**src/rtl/pipe_stage_skid.sv**
```systemverilog
// pipe_stage_skid: valid/ready stage register with two-entry skid and flush; PIPE_STALL_CNT_EN adds stall_cycles
module pipe_stage_skid #(
  parameter int DATA_W = 32,
  parameter int CTRL_W = 8,
  parameter logic [CTRL_W-1:0] NOP_CTRL = '0
) (
  input  logic              clk,
  input  logic              rst,
  input  logic              flush,
  input  logic              in_valid,
  output logic              in_ready,
  input  logic [CTRL_W-1:0] in_ctrl,
  input  logic [DATA_W-1:0] in_data,
  output logic              out_valid,
  input  logic              out_ready,
  output logic [CTRL_W-1:0] out_ctrl,
  output logic [DATA_W-1:0] out_data,
  output logic [1:0]        occupancy
`ifdef PIPE_STALL_CNT_EN
  ,
  output logic [31:0]       stall_cycles
`endif
);
  localparam logic [1:0] EMPTY = 2'd0, ONE = 2'd1, FULL = 2'd2;
  logic [1:0] state, state_nxt;
  logic [CTRL_W-1:0] main_ctrl, skid_ctrl;
  logic [DATA_W-1:0] main_data, skid_data;
  logic in_fire, out_fire, load_main_in, load_main_skid, load_skid;
  always_comb begin
    in_ready = state != FULL;
    out_valid = state != EMPTY;
    in_fire = in_valid & in_ready;
    out_fire = out_valid & out_ready;
    load_main_in = !flush & in_fire & ((state == EMPTY) | out_fire);
    load_skid = !flush & in_fire & (state == ONE) & !out_fire;
    load_main_skid = !flush & out_fire & (state == FULL);
    state_nxt = flush ? EMPTY :
                state == EMPTY ? (in_fire ? ONE : EMPTY) :
                state == ONE ? (in_fire == out_fire ? ONE : in_fire ? FULL : EMPTY) :
                (out_fire ? ONE : FULL);
    out_ctrl = out_valid ? main_ctrl : NOP_CTRL;
    out_data = main_data;
    occupancy = state;
  end
  always_ff @(posedge clk) begin
    if (rst) begin
      state <= EMPTY;
      main_ctrl <= '0;
      main_data <= '0;
      skid_ctrl <= '0;
      skid_data <= '0;
    end else begin
      state <= state_nxt;
      if (load_main_in) begin
        main_ctrl <= in_ctrl;
        main_data <= in_data;
      end else if (load_main_skid) begin
        main_ctrl <= skid_ctrl;
        main_data <= skid_data;
      end
      if (load_skid) begin
        skid_ctrl <= in_ctrl;
        skid_data <= in_data;
      end
    end
  end
`ifdef PIPE_STALL_CNT_EN
  always_ff @(posedge clk) begin
    if (rst) stall_cycles <= '0;
    else if (out_valid & !out_ready & !flush & ~&stall_cycles) stall_cycles <= stall_cycles + 32'd1;
  end
`endif
endmodule

```
**config.mk**
```make
export PLATFORM = sky130hd
export DESIGN_NAME = pipe_stage_skid
export DESIGN_NICKNAME = d
export VERILOG_FILES = /design/src/rtl/pipe_stage_skid.sv
export SDC_FILE = /design/constraint.sdc
export NUM_CORES = 1
export LEC_CHECK = 0
export ABC_AREA = 1
export CAP_MARGIN = 20
export CORE_UTILIZATION = 25
export DETAILED_ROUTE_END_ITERATION = 10
export PLACE_DENSITY = 0.53
export SLEW_MARGIN = 30
export SYNTH_ARGS = -nofsm -noshare
export SYNTH_HDL_FRONTEND = slang
export SYNTH_SLANG_ARGS = --single-unit
```
**constraint.sdc**
```tcl
create_clock -name clk -period 1.9 [get_ports clk]
set_clock_uncertainty 0.2 [all_clocks]
set_input_delay 0.38 -clock clk [delete_from_list [all_inputs] [get_ports clk]]
set_output_delay 0.38 -clock clk [all_outputs]
set_load 0.01 [all_outputs]
```
==> reports/summary.txt <==
===================================================================================
Share of Yosys cell area claimed by the top area cell type                   0.4300
Final routed wire length divided by cell count                             14.57 µm
Cell-by-cell trace of the critical path                                inv_2 > nand2_2 > clkinvlp_4 > buf_6 > buf_6 > nor2_2 > buf_2
Global-route met3 utilization                                               0.03808
Synth async-reset ratio                                                           0
Cell type of the slowest stage on the worst timing path                sky130_fd_sc_hd__dfxtp_2
Worst voltage drop across the vdd grid                                    0.4538 mV
CTS Buffer Depth                                                                  2
Height of the die                                                          125.6 µm
Maximum fanout along the worst path                                               5
Destination of the worst hold path                                      out_data[2]
Number of global-route vias before repair                                      3585
Hold Startpoint                                                         out_data[2]
Largest net degree at the start of global routing                                41
Antenna Nets Post-Route                                                           0
Bufs and invs on worst path                                                       5
Combined flip-flop and latch cell area                                     1644 µm²
Overall via count from detail_route                                            3949
Busiest metal layer after global routing                                       met2
Violated checks                                                        design-rule violations, negative setup slack
R2R Path End                                                           main_ctrl[3]
Met2 Track Usage GR                                                          0.2503
Number of nets in the synthesized netlist                                       611
Areal power density over the cells                                     732.4 nW/µm²
Synthesis warning total                                                           0
Initial Util                                                                 0.2597
Global-route wire length before repair                                     18.84 mm
Count of placed standard cells in the final layout, fillers left out            863
Overall routed net length                                                  12.57 mm
Critical path's largest stage delay                                          340 ps
Clock tree from TritonCTS                                                       yes
Total routing usage reported by global routing                               0.1526
Max Freq                                                                 0.5011 GHz
Commonest cells after routing, fill and taps aside                     sky130_fd_sc_hd__nand3_1, sky130_fd_sc_hd__nor2_1, sky130_fd_sc_hd__dfxtp_1, sky130_fd_sc_hd__clkdlybuf4s50_1, sky130_fd_sc_hd__nand2_1
Result of the run                                                      complete, but fails checks
Setup ws final                                                            -95.75 ps
Htree depth                                                                       3
Flops & latches, synth                                                           82
Antenna cell count                                                                0
Post-synthesis cell type with the largest combined area                sky130_fd_sc_hd__dfxtp_1
Number of inserted filler cells in the final layout                            1494
Pwr Total                                                                0.004297 W
Critical path type                                                     register to output port
Worst reg2reg startpoint                                               occupancy[1]
Sinks on the clock net                                                           82
Root Buffer Master                                                     sky130_fd_sc_hd__clkbuf_16
Number of antenna violations at the first check in global routing                 0
CTS Hold Buffers Added                                                            0
Die Width                                                                  125.6 µm
Post-DP HPWL                                                               7.872 mm
Leak pwr                                                                   2.462 nW
Final estimated routing congestion in global placement                       0.7434
Number of rows in the core area                                                  44
Number of enable flip-flop cells after synthesis                                  0
Total of endpoints with negative setup slack in the final report                  7
Detailed router's first-iteration violation count                               230
Synthesis-to-layout area growth                                              53.69%
RSZ-0062 raised after global routing                                           true
Final-report hold violation count                                                 0
Crit path required time                                                     1320 ps
Via-per-instance ratio                                                        4.576
Cell repeated most along the worst path                                sky130_fd_sc_hd__buf_6
Crit. End Element                                                       output port
# DRC                                                                             5
Worst hold margin                                                          279.1 ps
# nets final                                                                    719
Multi-input logic area                                                     1972 µm²
Worst Hold Depth                                                                  2
Post-route clock period utilization                                           1.050
Cell count after synthesis                                                      566
Type of the most critical hold path                                    register to register
Worst-skew pair later-pin latency                                            340 ps
Cell area after technology mapping                                         3817 µm²
Number of top-level pins                                                         89
Cell Count Post-Placement                                                       826
Share of layout cells above drive strength 1                                 0.2150
Clock slew at reported path FFs                                               70 ps
Met1 usage in global routing                                                 0.1968
Headroom to the max-slew limit                                               0.6081
Final critical path time including I/O delays and setup                     1996 ps
Synth cell types                                                                 20
Worst setup SP type                                                        register
Critical path data arrival time                                             1420 ps
Share of the yosys chip area belonging to registers                          0.4300
Port Buffer Count                                                                88
Die outline area                                                          15770 µm²
Most common cell after layout, fill and taps aside                     sky130_fd_sc_hd__nand3_1
Length of the first detailed-routing pass in iterations                           7
Worst path top cell family by delay                                    buffers and inverters
Clock buffers created by TritonCTS                                                9
Core area                                                                 14700 µm²
Total overflow reported by the global router                                      0
Count of max-cap constraint violations                                            0
Number of slew-limit violations in the final report                               0
Worst reg2reg setup slack                                                      0 ps
Flip-flop cell with the highest count after synthesis                  sky130_fd_sc_hd__dfxtp_1
Slew at the pin closest to its max-slew limit                              587.9 ps
Largest cells by area after synthesis                                  sky130_fd_sc_hd__dfxtp_1, sky130_fd_sc_hd__nand3_1, sky130_fd_sc_hd__nor2_1, sky130_fd_sc_hd__nand2_1, sky130_fd_sc_hd__a21oi_1
Worst r2r path cells                                                             12
Syn Area/Cell                                                             6.745 µm²
===================================================================================
## stage by stage
stage	area [µm²]	utilization	setup TNS [ps]	worst slack, ps
final	5867	0.3991	-290.2	-95.75
after global routing	5867	0.3991	-3503	-176.0
after CTS	5395	0.3670	-465.2	-132.3
after detailed placement	5060	0.3442	-7538	-155.8
after global placement	5060	0.3442	-7575	-143.1
after floorplan	3817	-	0	367.3
## power breakdown
group / internal, W / switching (W)
logic: 0.000348 / 0.000345
registers: 0.00179 / 0.0000385
clock network: 0.00103 / 0.000745
total: 0.00317 / 0.00113
## tightest hold or removal path, delay by kind of cell, from the launching register on
family          cells  cell delay (ps)
compound gates      1               50
flops               1              310
simple gates        1               70
## layout make-up
class / instances / area share
clock inverter: 7 / 0.01280
inverter: 56 / 0.03647
clock buffer: 9 / 0.03839
multi-input combinational: 384 / 0.3361
sequential: 82 / 0.2802
tap: 184 / 0.03924
timing repair buffer: 141 / 0.2568
## registers in the layout, indices dropped and copies added (netlist names)
register and cells:
skid_data 32, main_ctrl 8, skid_ctrl 8, out_data 32, occupancy 2
## synth_stat cells (2+ instances only)
cell                       number
sky130_fd_sc_hd__dfxtp_1       82
sky130_fd_sc_hd__nand2_2        2
sky130_fd_sc_hd__buf_2         28
sky130_fd_sc_hd__nor2_1        91
sky130_fd_sc_hd__nand2_1       82
sky130_fd_sc_hd__inv_2          4
sky130_fd_sc_hd__inv_1         52
sky130_fd_sc_hd__nand2_4        2
sky130_fd_sc_hd__buf_4          4
sky130_fd_sc_hd__a21oi_1       40
sky130_fd_sc_hd__o21ai_0       12
sky130_fd_sc_hd__o21ai_1       28
sky130_fd_sc_hd__clkbuf_1      13
sky130_fd_sc_hd__nand3_1      120
## kinds of logic (layout without fill, tap and decap cells)
| logic type | count (synthesis) | count (layout) | synth area share |
|---|---|---|---|
| DFF | 82 | 82 | 0.4300 |
| AOI/OAI and AO/OA | 80 | 80 | 0.1049 |
| and+or+nand+nor | 302 | 303 | 0.3504 |
| buffers and inverters | 101 | 213 | 0.1124 |
| xor gates and xnor gates | 1 | 1 | 0.002295 |
## routing by layer
layer  share of wire  vias to the layer above
met5               0                        -
met4          0.0099                        0
met3           0.043                        8
met2            0.48                       83
met1            0.47                     1819
li1                -                     2039
## worst max-delay path by stage
| stage | start | to | depth (start not counted) |
|---|---|---|---|
| detailed placement | flush | skid_data[20] | 8 |
| global placement | flush | skid_data[11] | 8 |
| floorplan | occupancy[1] | in_ready | 4 |
| CTS | occupancy[1] | out_ctrl[2] | 7 |
| finish | occupancy[0] | out_ctrl[2] | 7 |
| global route | occupancy[1] | out_ctrl[2] | 7 |
## what timing repair did
action | 4_1_cts | 5_1_grt
buffers inserted | 7 | 6
setup endpoints to repair | 12 | 46
resized for setup | 40 | 75
gates cloned | 0 | 8
pin swaps | 2 | 12
Power figures use the tool's default switching activity.
